===== src/rtl/euler_issue_ctrl_pkg.sv =====
// Shared definitions for the Euler read-stage issue controller.
// Holds the FSM state encoding and the default address and step widths.
package euler_issue_ctrl_pkg;

    localparam int ADDR_W_DEF = 4;
    localparam int STEP_W_DEF = 16;

    typedef enum logic [1:0] {
        S_IDLE  = 2'd0,
        S_ISSUE = 2'd1,
        S_DRAIN = 2'd2,
        S_DONE  = 2'd3
    } state_t;

endpackage


===== src/rtl/euler_issue_ctrl_scoreboard.sv =====
// Per-variable RAW scoreboard: one busy bit per state variable x_i.
// A clear becomes visible on the cycle after it is sampled. Out-of-range clears are dropped.
module euler_scoreboard #(
    parameter int ADDR_W = 4,
    parameter int N_VARS = 4
) (
    input  logic              clk,
    input  logic              rst,
    input  logic              i_set,
    input  logic [ADDR_W-1:0] i_set_idx,
    input  logic              i_clr,
    input  logic [ADDR_W-1:0] i_clr_idx,
    input  logic [ADDR_W-1:0] i_lookup_idx,
    output logic              o_lookup,
    output logic              o_any_busy
);

    localparam int FULL = 2 ** ADDR_W;
    localparam logic [N_VARS-1:0] ONE = N_VARS'(1);

    logic [N_VARS-1:0] r_sb;
    logic [N_VARS-1:0] w_set_mask;
    logic [N_VARS-1:0] w_clr_mask;
    logic [FULL-1:0]   w_sb_full;

    // Shifting past N_VARS yields an empty mask, so wb_addr >= N_VARS is ignored.
    assign w_set_mask = i_set ? (ONE << i_set_idx) : '0;
    assign w_clr_mask = i_clr ? (ONE << i_clr_idx) : '0;

    always_ff @(posedge clk or posedge rst) begin
        if (rst) begin
            r_sb <= '0;
        end else begin
            // NOTE: set is OR-ed in after the clear, so set wins on a same-index collision.
            r_sb <= (r_sb & ~w_clr_mask) | w_set_mask;
        end
    end

    assign w_sb_full  = {{(FULL - N_VARS){1'b0}}, r_sb};
    assign o_lookup   = w_sb_full[i_lookup_idx];
    assign o_any_busy = |r_sb;

endmodule


===== src/rtl/euler_issue_ctrl.sv =====
// Read-stage issue controller for the Euler pipeline: issues (x_i, f_i) address pairs per step,
// stalls on downstream backpressure or an outstanding writeback of x_i, and counts issued steps.
module euler_issue_ctrl
    import euler_issue_ctrl_pkg::*;
#(
    parameter int ADDR_W = ADDR_W_DEF,
    parameter int N_VARS = 4,
    parameter int F_BASE = 8,
    parameter int STEP_W = STEP_W_DEF
) (
    input  logic              clk,
    input  logic              rst,
    input  logic              start,
    input  logic [STEP_W-1:0] n_steps,
    input  logic              stall_in,
    input  logic              wb_valid,
    input  logic [ADDR_W-1:0] wb_addr,
    output logic              rd_valid,
    output logic [ADDR_W-1:0] rd_addr1,
    output logic [ADDR_W-1:0] rd_addr2,
    output logic              busy,
    output logic              done,
    output logic [STEP_W-1:0] step_cnt
);

    localparam logic [ADDR_W-1:0] LAST_IDX = ADDR_W'(N_VARS - 1);
    localparam logic [ADDR_W-1:0] F_OFS    = ADDR_W'(F_BASE);

    state_t            r_state;
    logic [ADDR_W-1:0] r_var_idx;
    logic [STEP_W-1:0] r_n_steps;
    logic [STEP_W-1:0] r_step_cnt;
    logic              r_rd_valid;
    logic [ADDR_W-1:0] r_rd_addr1;
    logic [ADDR_W-1:0] r_rd_addr2;
    logic              r_busy;
    logic              r_done;

    logic              w_sb_hit;
    logic              w_any_busy;
    logic              w_issue;
    logic [STEP_W-1:0] w_step_next;

    assign w_issue     = (r_state == S_ISSUE) && !stall_in && !w_sb_hit;
    assign w_step_next = r_step_cnt + STEP_W'(1);

    euler_scoreboard #(
        .ADDR_W (ADDR_W),
        .N_VARS (N_VARS)
    ) u_scoreboard (
        .clk          (clk),
        .rst          (rst),
        .i_set        (w_issue),
        .i_set_idx    (r_var_idx),
        .i_clr        (wb_valid),
        .i_clr_idx    (wb_addr),
        .i_lookup_idx (r_var_idx),
        .o_lookup     (w_sb_hit),
        .o_any_busy   (w_any_busy)
    );

    always_ff @(posedge clk or posedge rst) begin
        if (rst) begin
            r_state    <= S_IDLE;
            r_var_idx  <= '0;
            r_n_steps  <= '0;
            r_step_cnt <= '0;
            r_rd_valid <= 1'b0;
            r_rd_addr1 <= '0;
            r_rd_addr2 <= '0;
            r_busy     <= 1'b0;
            r_done     <= 1'b0;
        end else begin
            // NOTE: pulse outputs default low here; each state only raises what it needs.
            r_rd_valid <= 1'b0;
            r_done     <= 1'b0;
            case (r_state)
                S_IDLE: begin
                    if (start) begin
                        r_n_steps  <= n_steps;
                        r_step_cnt <= '0;
                        r_var_idx  <= '0;
                        if (n_steps != '0) begin
                            r_state <= S_ISSUE;
                            r_busy  <= 1'b1;
                        end else begin
                            r_state <= S_DONE;
                            r_done  <= 1'b1;
                        end
                    end
                end
                S_ISSUE: begin
                    if (w_issue) begin
                        r_rd_valid <= 1'b1;
                        r_rd_addr1 <= r_var_idx;
                        r_rd_addr2 <= F_OFS + r_var_idx;
                        if (r_var_idx == LAST_IDX) begin
                            r_var_idx  <= '0;
                            r_step_cnt <= w_step_next;
                            if (w_step_next == r_n_steps) begin
                                r_state <= S_DRAIN;
                            end
                        end else begin
                            r_var_idx <= r_var_idx + ADDR_W'(1);
                        end
                    end
                end
                S_DRAIN: begin
                    if (!w_any_busy) begin
                        r_state <= S_DONE;
                        r_busy  <= 1'b0;
                        r_done  <= 1'b1;
                    end
                end
                S_DONE: begin
                    r_state <= S_IDLE;
                end
                default: begin
                    r_state <= S_IDLE;
                end
            endcase
        end
    end

    assign rd_valid = r_rd_valid;
    assign rd_addr1 = r_rd_addr1;
    assign rd_addr2 = r_rd_addr2;
    assign busy     = r_busy;
    assign done     = r_done;
    assign step_cnt = r_step_cnt;

endmodule


===== config.mk =====
export PLATFORM = sky130hd
export DESIGN_NAME = euler_issue_ctrl
export DESIGN_NICKNAME = d
export VERILOG_FILES = /design/src/rtl/euler_issue_ctrl_pkg.sv /design/src/rtl/euler_issue_ctrl_scoreboard.sv /design/src/rtl/euler_issue_ctrl.sv
export SDC_FILE = /design/constraint.sdc
export NUM_CORES = 1
export LEC_CHECK = 0
export ABC_AREA = 1
export BUFFER_PORTS_ARGS = -buffer_cell sky130_fd_sc_hd__buf_2
export CAP_MARGIN = 20
export CELL_PAD_IN_SITES_DETAIL_PLACEMENT = 1
export CELL_PAD_IN_SITES_GLOBAL_PLACEMENT = 1
export CORE_MARGIN = 4
export CORE_UTILIZATION = 40
export DETAILED_ROUTE_END_ITERATION = 10
export HOLD_SLACK_MARGIN = 0.15
export MAX_ROUTING_LAYER = met4
export PLACE_DENSITY_LB_ADDON = 0.3
export SYNTH_ARGS = -nofsm -noshare
export SYNTH_HDL_FRONTEND = slang
export SYNTH_SLANG_ARGS = --single-unit

===== constraint.sdc =====
create_clock -name clk -period 4.8 [get_ports clk]
set_input_delay 1.44 -clock clk [delete_from_list [all_inputs] [get_ports clk]]
set_output_delay 1.44 -clock clk [all_outputs]
set_load 0.01 [all_outputs]

## After elaboration in Yosys (flattened, before gate mapping)

Index checks and enable logic that the tools add are counted.

| storage, ports and cells | value |
|---|---|
| register bits after elaboration | 53 |
| input bits | 25 |
| logic and storage cells | 74 |

| operators by class | value |
|---|---|
| reductions and logical operators | 15 |
| eq/ne operators | 11 |
| shifts and indexed selects | 2 |
| multiplexer cells | 29 |
| order comparisons | 1 |
| add/sub/neg operators | 3 |
| bitwise gates (word level) | 3 |

Operators by type and width:

| operator | count |
|---|---|
| 16-bit 2-to-1 mux | 3 |
| 16-bit case mux with 2 select lines | 1 |
| 4-bit 2-to-1 mux | 5 |
| 16-bit by 1-bit adder with 16-bit output, second input constant | 1 |
| 16-bit == test | 1 |
| 16-bit nonzero test | 1 |
| 2-bit 2-to-1 mux | 6 |
| 1-bit 2-to-1 mux | 9 |
| 2-bit case mux with 4 select lines | 1 |
| 4-bit case mux with 2 select lines | 1 |
| 4-bit AND reduction | 2 |
| 1-bit by 4-bit << shifter with 4-bit output, first input constant | 2 |
| 2-bit by 1-bit inequality test with 1-bit output, second input constant | 3 |
| 2-bit inequality test, second input constant | 3 |
| 4-bit by 5-bit less-than comparator with 1-bit output, second input constant | 1 |
| 5-bit AND reduction | 1 |
| 4-bit by 1-bit adder with 4-bit output, second input constant | 1 |
| 4-bit adder, first input constant | 1 |
| 4-bit bitwise AND | 1 |
| 1-bit binary-select mux with 4-bit select | 1 |
| 2-bit == test, second input constant | 2 |
| 4-bit by 2-bit == test with 1-bit output, second input constant | 1 |
| 4-bit inverter | 1 |
| 4-bit OR | 1 |
| 9 further kinds | 14 |

## Logic depth before layout (Yosys ltp)

Gate-level depths: netlist (run 1).

| logic depth | value |
|---|---|
| depth after elaboration | 6 |
| gate-level depth with buffers | 15 |
| gate-level depth less buffers | 15 |

## Hierarchy

Synthesis (run 1) repeated with hierarchy kept, for this count alone.

| second synthesis, totals | value |
|---|---|
| cell total of the unflattened synthesis | 396 |
| area total of the unflattened synthesis | 3022.9 µm² |

By module, submodules not included:

| module | area each (µm²) | seq. area each (µm²) | cells an instance | times used |
|---|---|---|---|---|
| euler_issue_ctrl | 2732.6 | 1151.1 | 348 | 1 |
| euler_scoreboard | 290.3 | 100.1 | 48 | 1 |

## Least setup slack after synthesis (run 1)

No wires, ideal clock.

| timing | value |
|---|---|
| path type | input to register |
| start point | input start |
| end point | register r_state[0] |
| arrival time | 2.292 ns |
| stages | 11 |
| path slack | 2.392 ns |
| library setup time | 0.117 ns |
| cell sequence | or2_2 -> nand2_1 -> nor2_1 -> nand2_1 -> nor2_1 -> nand3_1 -> nor2_2 -> nand3_2 -> nand2_2 -> nand2_1 -> nand2_1 |

| on the way | value |
|---|---|
| cells in the longest elaborated chain, start to end | 2 |

Ends and longest elaborated chain:

| item | line | RTL |
|---|---|---|
| from (decl) | euler_issue_ctrl.sv:13 | `input logic start,` |
| 2-bit inequality test (no line) | n/a |  |
| 5-bit AND reduction (no line) | n/a |  |
| to (signal assigned) | euler_issue_ctrl.sv:64 | `r_state <= S_IDLE;` |
| to (signal assigned) | euler_issue_ctrl.sv:84 | `r_state <= S_ISSUE;` |
| to (signal assigned) | euler_issue_ctrl.sv:87 | `r_state <= S_DONE;` |
| to (decl) | euler_issue_ctrl.sv:29 | `state_t r_state;` |

Every way passes these cells.
A chain may end at the register's enable or synchronous reset.

## Worst setup path after layout (run 1)

| timing | value |
|---|---|
| start point | register r_state[1] |
| end point | register r_step_cnt[6], in the netlist step_cnt[6] |

| on the way | value |
|---|---|
| cells in the longest elaborated chain, start to end | 5 |
| elaborated cells on any way between the ends | 10 |
| those cells by class | 4 x eq/ne; 1 x mux; 5 x reduce/logical |

Ends and longest elaborated chain:

| item | line | RTL |
|---|---|---|
| 2-bit by 1-bit == test with 1-bit output | euler_issue_ctrl.sv:44, euler_issue_ctrl.sv:77 |  |
| 1-bit logical AND (2 in a row) | euler_issue_ctrl.sv:44 | `assign w_issue = (r_state == S_ISSUE) && !stall_in && !w_sb_hit;` |
| 2-bit by 1-bit inequality test with 1-bit output (no line) | n/a |  |
| 4-bit AND reduction (no line) | n/a |  |
| to (signal assigned) | euler_issue_ctrl.sv:99 | `r_step_cnt <= w_step_next;` |
| to (decl) | euler_issue_ctrl.sv:32 | `logic [STEP_W-1:0] r_step_cnt;` |

Parallel ways exist; a longest one is shown, timed or not.

==> flow_summary_export.csv, run 1 <==
group,metric,value,unit
outcome,status,"finished, final reports clean",
sta,hold_viol_final,0,
synth,synth-async-reset-ratio,100,%
drt,drt_iter0_drc,104,
finish,seqCellArea,0.00125,mm^2
drt,via_per_inst,5.09,
synth,synth_cells,407,
power,power-per-cell-area,471,mW/mm^2
power,leakagePower,1.73,nW
finish,finish.utilization,46.9,%
placed_design,gp_congestion,0.869,
finish,nets,484,
die,fp.dieW,94.5,um
cts,cts_tree,"built",
synth,synth.area.mux_share,0,%
synth,syn-mean-instance-area,7.36,um^2
synth,yosys.area_share.simple,35.2,%
cts,cts.root.buffer_cell,"clkbuf_8",
cts,clock_path_buffers,2,
global_route,grt_overflow,0,
global_route,grtUsageMet2,35.6,%
power,clkPwrFrac,16.6,%
global_route,grt_pass1_vias,2937,
critical_path,crit_fanout,32,
placed_design,dp_hpwl,6400,um
cts,cts_resized,0,
sta,layout_setup_ws,1730,ps
drt,drc,0,
sta,fmax,0.326,GHz
sta,slew_violations,0,
global_route,grt_max_degree,34,
critical_path,critPathCaptureType,"register",
hold_path,hold_class,"register to register",
cts,cts.sinks,50,
global_route,grt.total_usage,20.4,%
critical_path,r2r_slack,1730,ps
cts,h-tree-depth,2,
critical_path,required,5030,ps
synth,ys.flop_type,"dfrtp_1",
placed_design,port_buffers,51,
hold_path,min_from,"rd_addr1[3]",
power,switchingPower,0.702,mW
power,p_comb_share,42.2,%
global_route,antenna_found_initial,0,
critical_path,worstSetupStartpointType,"register",
drt,first_pass_iters,4,
global_route,use_met1,25.3,%
synth,synth_fp_nets,437,
cts,numCtsBuffers,5,
power,p_seq_share,41.2,%
critical_path,cp_data_arrival_time,3300,ps
finish,multi_input_area,0.00146,mm^2
cts,post_cts.repair.setup_buffers,0,
die,coreArea,0.00725,mm^2
hold_path,holdPathStages,2,
power,p_int,0.902,mW
drt,wl_per_cell,15.1,um
finish,drive_gt1_share,19.1,%
finish,nFillCells,977,
cts,clock_latency,310,ps
global_route,top_usage_layer,"met2",
finish,syn_to_final_growth,13.7,%
die,fp.dieH,94.5,um
flow_run,drv_cap,0,
critical_path,reg2regPathDepth,10,
sta,max-slew-margin-rel,36.0,%
die,rows,31,
drt,ant_nets,0,
global_route,use_met3,2.63,%
power,power.total,1.60,mW
synth,synth_top_family_by_area,"simple AND/OR/NAND/NOR gates",
global_route,grt_pass1_wl,14000,um
drt,wl,8380,um
die,boundaryPins,52,
die,die_area,0.00894,mm^2
sta,finalCritPeriodShare,63.9,%
sta,holdWs,489,ps
finish,insertedDiodeCount,0,
critical_path,reg2reg_to,"step_cnt[6]",
cts,clkTransAtPathRegs,100,ps
sta,finalSetupViolCount,0,
synth,syn_area,0.00300,mm^2
synth,synthAdderAreaFrac,2.09,%
sta,skew,8.92,ps
power,p_sw_share,43.8,%
die,start_util,41.3,%
power,ir_drop,243,uV
critical_path,reg2reg_from,"r_state[1]",
hold_path,min_to,"rd_addr1[3]",
synth,synth.distinct_cells,28,
cts,cts.hold.buffers_added,0,
sta,worst_slew_pin_slew,957,ps
drt,via_count,2821,
synth,seq_area_frac_synth,41.8,%
synth,synth_edf_count,0,
sta,rsz0062_at_grt,"false",
sta,setup_tns,0,ps
synth,synth_seq_cells,50,
synth,synth_warnings,0,
critical_path,crit_type,"register to register",
synth,synth_compound_area_share,9.27,%
placed_design,preCtsSetupSlack,1690,ps
synth,synth_xor_area_share,2.21,%
sta,period_minus_slack,3070,ps
[cells in the mapped netlist, types with 3 or more instances]
master,count,share of area [%]
o21ai_0,37,6.2
clkbuf_1,5,0.63
nand2_1,110,14
or2_2,3,0.63
xor2_1,3,0.88
dfrtp_1,50,42
buf_4,6,1.5
nand3_1,47,7.9
inv_1,56,7.0
ha_1,5,2.1
nand2_2,8,1.7
nand4_1,17,3.6
nor2_2,6,1.3
nand3b_1,3,0.75
a21oi_1,6,1.0
nor2_4,5,1.9
o21ai_1,3,0.50
nor2_1,22,2.8
[routing by layer]
layer,up-vias,share of wire (%)
li1,1409,-
met3,6,2.7
met4,0,0.68
met5,-,0
met2,34,51
met1,1372,46
[worst max-delay path, cell delays in order, from the launching register on]
cell     delay, ps
dfrtp_1        410
inv_1           80
ha_1           740
inv_1          220
nor2_1         150
nand2_1        260
o21ai_2        140
nand2_2        120
nor2_4         550
nand4_1        170
o21ai_0        130
[cell type report]
cell class | instances | area share, %
clock inverters | 1 | 0.147
multi-input cells | 288 | 42.9
clock buffers | 7 | 2.54
well taps | 99 | 3.64
inverters | 57 | 6.28
flip-flops and latches | 50 | 36.8
repair buffers | 52 | 7.72
[power groups by stage]
stage / Clock [mW] / Sequential (mW) / Combinational [mW]
5_1_grt: 0.291 / 0.683 / 0.772
4_1_cts: 0.271 / 0.662 / 0.685
3_5_place_dp: 0 / 0.670 / 0.681
6_report: 0.266 / 0.661 / 0.676
2_1_floorplan: 0 / 0.653 / 0.514
3_3_place_gp: 0 / 0.665 / 0.651
[metrics by stage]
step                std cells  cell area [um^2]
floorplan                 407              3000
global placement          546              3310
detailed placement        546              3310
CTS                       554              3400
global route              554              3400
finish                    554              3400
[sequential cells by signal, summed over array words and instances, names as in the netlist]
signal / count
r_n_steps: 16
step_cnt: 16
rd_addr1: 4
done: 1
rd_addr2: 1
busy: 1
u_scoreboard.r_sb: 4
r_var_idx: 4
r_state: 2
rd_valid: 1
[logic make-up after synthesis]
logic type | count (synthesis)
buffers and inverters | 69
adders and majority gates | 5
xor gates and xnor gates | 6
AOI/OAI and AO/OA | 52
DFF | 50
and+or+nand+nor | 225
[cells in the final DEF (no fill, tap or decap)]
cell / Yosys / routed
a21oi_1: 6 / 6
dfrtp_1: 50 / 50
nand3_1: 47 / 47
buf_2: 1 / 51
xnor3_1: 1 / 1
nand2_1: 110 / 110
nor2_1: 22 / 22
nand2_2: 8 / 8
inv_2: 1 / 2
nand3b_1: 3 / 3
nor2_2: 6 / 6
inv_1: 56 / 55
o22ai_1: 1 / 1
or2_2: 3 / 3
clkbuf_8: 0 / 6
clkinv_2: 0 / 1
nand4_1: 17 / 17
o41ai_1: 1 / 1
xnor2_1: 2 / 2
buf_4: 6 / 1
o21ai_1: 3 / 3
o21ai_2: 2 / 2
nor4_1: 2 / 2
o21ai_0: 37 / 37
nand3_2: 2 / 2
o31ai_1: 2 / 2
ha_1: 5 / 5
nor2_4: 5 / 5
clkbuf_1: 5 / 1
xor2_1: 3 / 3
[worst max-delay path by stage]
| stage | start | endpoint | slack (ps) | cells past startpoint |
|---|---|---|---|---|
| 2_1_floorplan | rst | busy | 2160 | 1 |
| 3_3_place_gp | stall_in | step_cnt[8] | 1830 | 8 |
| 3_5_place_dp | stall_in | step_cnt[2] | 1690 | 8 |
| 4_1_cts | r_state[1] | step_cnt[2] | 1750 | 10 |
| 5_1_grt | r_state[1] | step_cnt[6] | 1460 | 10 |
| 6_report | r_state[1] | step_cnt[6] | 1730 | 10 |
(Power assumes the default switching activity.)
==> run 2, diff against run 1 <==
CORE_UTILIZATION = 37   (was 40)
clock period = 2.55 ns   (was 4.8 ns; I/O delays follow)
==> run 2 against run 1 <==
- hold slack got worse by 74 ps
- sequential power increased by 89%
- largest power group unchanged
- clock power increased by 79%
- via count about the same
- non-clock buffer count increased by 4
- clock-buffer cell count decreased by 1
- critical path depth increased by 2
- first-iteration DRC count decreased by 25%
==> flow_summary_export.csv, run 2 (synthesis results as in run 1) <==
group,metric,value,unit
cts,post_cts.repair.setup_buffers,0,
placed_design,dp_hpwl,6580,um
drt,wl_per_cell,14.9,um
sta,rsz0062_at_grt,"false",
die,boundaryPins,52,
cts,cts.hold.buffers_added,0,
critical_path,required,2740,ps
drt,via_count,2820,
die,die_area,0.00960,mm^2
drt,via_per_inst,5.04,
power,p_seq_share,40.6,%
critical_path,cp.depth,12,
cts,clkTransAtPathRegs,100,ps
sta,slew_violations,0,
critical_path,reg2reg_from,"step_cnt[1]",
finish,nFillCells,1048,
finish,seqCellArea,0.00125,mm^2
sta,max-slew-margin-rel,66.3,%
critical_path,cp_common_cell,"nand3_1",
critical_path,path_cells,"ha_1 > nand2_2 > nor2_4 > nand3_1 > nand3_1 > nand2_1 > nor2_1 > nand3_1 > nor2_2 > nand3_2 > nand3_1 > nand2_1",
placed_design,gp_congestion,0.838,
sta,finalSetupViolCount,0,
power,power-per-cell-area,890,mW/mm^2
cts,cts.sinks,50,
global_route,grt_pass1_vias,2951,
finish,finalInstanceArea,0.00345,mm^2
cts,cts.root.buffer_cell,"clkbuf_8",
placed_design,preCtsSetupSlack,482,ps
global_route,antenna_found_initial,0,
critical_path,critPathLaunch,"step_cnt[1]",
finish,drive_gt1_share,19.7,%
drt,drc,0,
cts,clock_latency,310,ps
drt,drt_iter0_drc,78,
sta,setup_tns,0,ps
drt,top_layer,"met4",
sta,fmax,0.485,GHz
critical_path,crit_type,"register to register",
critical_path,crit_fanout,6,
drt,wl_met3,234,um
drt,met2_wirelength,3980,um
placed_design,place_area,0.00337,mm^2
die,fp.dieH,98.0,um
flow_run,drv_cap,0,
global_route,grt_max_degree,37,
hold_path,hold_class,"input port to async pin",
die,coreArea,0.00781,mm^2
die,start_util,38.4,%
sta,period_minus_slack,2060,ps
drt,wl,8330,um
critical_path,cp_top_family,"simple AND/OR/NAND/NOR gates",
drt,drt-met1-wl,4060,um
finish,final_cell_mix,"110 x nand2_1, 55 x inv_1, 51 x buf_2",
critical_path,worstSetupStartpointType,"register",
critical_path,r2r_slack,490,ps
die,rows,32,
finish,insertedDiodeCount,0,
cts,clock_path_buffers,2,
power,p_comb_share,43.9,%
sta,skew,17.4,ps
critical_path,reg2regPathDepth,12,
cts,h-tree-depth,2,
critical_path,path_buf_inv,0,
sta,holdWs,415,ps
power,leakagePower,1.75,nW
global_route,grt_pass1_wl,14100,um
cts,cts_resized,0,
placed_design,port_buffers,51,
sta,hold_viol_final,0,
critical_path,crit_path_end,"r_state[1]",
power,p_sw_share,43.1,%
outcome,status,"finished, final reports clean",
cts,numCtsBuffers,5,
power,p_int,1.75,mW
power,clkPwrFrac,15.5,%
critical_path,cp_data_arrival_time,2250,ps
drt,ant_nets,0,
critical_path,reg2reg_to,"r_state[1]",
cts,cts_tree,"built",
critical_path,max_stage_delay,450,ps
critical_path,critPathCaptureType,"register",
power,switchingPower,1.33,mW
sta,layout_setup_ws,487,ps
die,fp.dieW,98.0,um
global_route,grt_overflow,0,
power,ir_drop,378,uV
finish,syn_to_final_growth,15.3,%
global_route,grt.total_usage,18.3,%
finish,multi_input_area,0.00146,mm^2
critical_path,critPathSlowestCell,"dfrtp_1",
sta,finalCritPeriodShare,80.9,%
sta,worst_slew_pin_slew,501,ps
drt,first_pass_iters,4,
finish,nets,488,
finish,final_common_cell,"nand2_1",
-- run 2: cell count changes in the layout (fill, tap and decap cells not counted) --
cell      before  now
buf_12         0    2
buf_4          1    3
clkbuf_1       1    0
clkinv_2       1    0
-- run 2: power groups by stage --
| stage | Clock [mW] | Sequential, mW | Combinational, mW |
|---|---|---|---|
| 2_1_floorplan | 0 | 1.23 | 0.968 |
| 3_3_place_gp | 0 | 1.25 | 1.32 |
| 3_5_place_dp | 0 | 1.26 | 1.36 |
| 4_1_cts | 0.488 | 1.25 | 1.37 |
| 5_1_grt | 0.531 | 1.29 | 1.53 |
| 6_report | 0.477 | 1.25 | 1.35 |
-- run 2: layout make-up --
cell class / count / area share [%]
Tap cell: 102 / 3.69
Timing Repair Buffer: 56 / 9.20
Multi-Input combinational cell: 288 / 42.3
Sequential cell: 50 / 36.2
Inverter: 57 / 6.19
Clock buffer: 6 / 2.39
-- run 2: metrics by stage --
step | instances | power [mW] | util (%)
2_1_floorplan | 407 | 2.20 | -
3_3_place_gp | 553 | 2.57 | 43.2
3_5_place_dp | 553 | 2.63 | 43.2
4_1_cts | 559 | 3.11 | 44.2
5_1_grt | 559 | 3.34 | 44.2
6_report | 559 | 3.07 | 44.2
-- run 2: routing by layer --
layer	vias up	track usage (%)
met5	-	-
met4	0	3.51
met3	6	2.64
met2	41	30.1
met1	1356	24.3
li1	1417	-
-- run 2: worst min path at each step --
stage / slack [ps] / cells after the start / end / start
4_1_cts: 430 / 2 / step_cnt[6] / rst
5_1_grt: 430 / 2 / step_cnt[3] / rst
3_5_place_dp: 490 / 2 / rd_addr1[3] / rd_addr1[3]
3_3_place_gp: 460 / 2 / rd_addr1[3] / rd_addr1[3]
2_1_floorplan: 470 / 2 / r_n_steps[12] / r_n_steps[12]
6_report: 420 / 2 / step_cnt[6] / rst
==> run 3, diff against run 2 <==
CORE_UTILIZATION = 40   (was 37)
clock period = 1.9 ns   (was 2.55 ns; I/O delays follow)
==> run 3 against run 2 <==
- the flow now finishes with violations (setup timing)
- largest cell class unchanged
- wire length up 18%
- hold slack lost 180 ps
- non-clock buffer count rose by 21
==> flow_summary_export.csv, run 3 (synthesis results as in run 1) <==
group,metric,value,unit
sta,skew,8.26,ps
sta,finalCritPeriodShare,100,%
global_route,grt_max_degree,38,
drt,wl,9850,um
placed_design,place_area,0.00341,mm^2
hold_path,hold_class,"input port to async pin",
flow_run,drv_cap,0,
cts,h-tree-depth,2,
finish,finalInstanceArea,0.00391,mm^2
drt,wl_per_cell,17.0,um
sta,rsz0062_at_grt,"true",
finish,drive_gt1_share,34.6,%
placed_design,gp_congestion,0.849,
sta,worst_slew_pin_slew,502,ps
die,boundaryPins,52,
power,p_comb_share,51.2,%
placed_design,port_buffers,51,
cts,clkTransAtPathRegs,100,ps
critical_path,required,2140,ps
die,die_area,0.00894,mm^2
global_route,antenna_found_initial,0,
die,fp.dieW,94.5,um
sta,slew_violations,0,
power,power.total,4.83,mW
sta,holdWs,235,ps
sta,finalSetupViolCount,1,
drt,via_per_inst,5.28,
cts,clock_latency,310,ps
finish,insertedDiodeCount,0,
critical_path,worstSetupStartpointType,"register",
die,fp.dieH,94.5,um
sta,layout_setup_ws,-1.89,ps
global_route,grt_pass1_vias,3177,
global_route,grt_overflow,0,
finish,finish.utilization,53.9,%
power,p_seq_share,35.4,%
critical_path,cp_data_arrival_time,2150,ps
sta,fmax,0.526,GHz
power,power-per-cell-area,1240,mW/mm^2
die,rows,31,
power,ir_drop,589,uV
power,switchingPower,2.18,mW
drt,ant_nets,0,
cts,cts_tree,"built",
sta,period_minus_slack,1900,ps
drt,drc,0,
critical_path,crit_type,"register to register",
power,p_sw_share,45.2,%
sta,max-slew-margin-rel,66.2,%
drt,first_pass_iters,4,
finish,final_cell_mix,"98 x nand2_1, 51 x buf_2, 48 x inv_1",
finish,seqCellArea,0.00126,mm^2
finish,final_common_cell,"nand2_1",
critical_path,crit_fanout,3,
cts,cts.root.buffer_cell,"clkbuf_8",
outcome,violations,"setup timing",
power,leakagePower,1.87,nW
cts,clock_path_buffers,2,
die,coreArea,0.00725,mm^2
die,start_util,41.3,%
cts,cts.sinks,50,
critical_path,reg2regPathDepth,14,
finish,nets,511,
drt,drt_iter0_drc,111,
drt,via_count,3056,
power,p_int,2.65,mW
global_route,grt.total_usage,22.9,%
cts,numCtsBuffers,5,
global_route,grt_pass1_wl,15500,um
finish,nFillCells,931,
finish,syn_to_final_growth,30.5,%
finish,multi_input_area,0.00175,mm^2
outcome,status,"finished, violations left",
sta,hold_viol_final,0,
critical_path,critPathCaptureType,"register",
power,clkPwrFrac,13.4,%
placed_design,dp_hpwl,6770,um
-- run 3: timing repair --
| action | in CTS | in global routing |
|---|---|---|
| endpoints found under the hold margin | 0 | 0 |
| buffers inserted | 7 | 7 |
| resized for setup | 22 | 57 |
| pin swaps | 8 | 27 |
| hold buffers | 0 | 0 |
| cloned | 2 | 0 |
| setup endpoints to repair | 19 | 19 |
-- run 3: worst max-delay path: stages (launching register included) --
cell and delay, ps:
dfrtp_1 430, buf_6 160, nand2_8 60, nor2_4 150
buf_6 130, nand3_4 110, o21ai_4 170, nand2_1 80
nand2_1 70, nand2_1 60, nor2_2 120, nand3_4 110
nand2_2 90, nand2_1 50, nand2_1 50
-- run 3: per-layer routing --
layer  GRT usage [%]  share of wire (%)  vias to the layer above
li1                -                  -                     1465
met1            27.7                 43                     1512
met2            40.5                 52                       61
met3            2.95                3.3                       18
met4            5.89                1.7                        0
met5               -                  0                        -
-- run 3: layout make-up --
| class | count | share of cell area, % |
|---|---|---|
| Timing Repair Buffer | 77 | 12.1 |
| Sequential cell | 50 | 32.2 |
| Tap cell | 99 | 3.17 |
| Inverter | 57 | 5.54 |
| Clock buffer | 6 | 2.11 |
| Multi-Input combinational cell | 290 | 44.9 |
-- run 3: power groups by stage --
stage | clock network [mW] | registers (mW) | logic (mW)
finish | 0.647 | 1.71 | 2.47
global route | 0.721 | 1.75 | 2.72
CTS | 0.662 | 1.68 | 2.15
detailed placement | 0 | 1.69 | 1.88
global placement | 0 | 1.67 | 1.78
floorplan | 0 | 1.65 | 1.30
-- run 3: per-stage QoR --
| step | setup WS (ps) | TNS [ps] | cells |
|---|---|---|---|
| 6_report | -1.89 | -1.89 | 579 |
| 2_1_floorplan | 129 | 0 | 407 |
| 3_5_place_dp | -180 | -1810 | 557 |
| 5_1_grt | -126 | -541 | 579 |
| 4_1_cts | -1.76 | -1.76 | 572 |
| 3_3_place_gp | -32.3 | -59.5 | 557 |
-- run 3: final timing paths --
kind / start / endpoint / slack, ps
setup / recovery: step_cnt[1] / r_state[0] / -2
hold / removal: rst / step_cnt[8] / 240
setup reg to reg: step_cnt[1] / r_state[0] / -2
hold reg to reg: rd_addr1[3] / rd_addr1[3] / 490
max in group asynchronous: rst / step_cnt[2] / 1130
min in group clk: rd_addr1[3] / rd_addr1[3] / 490
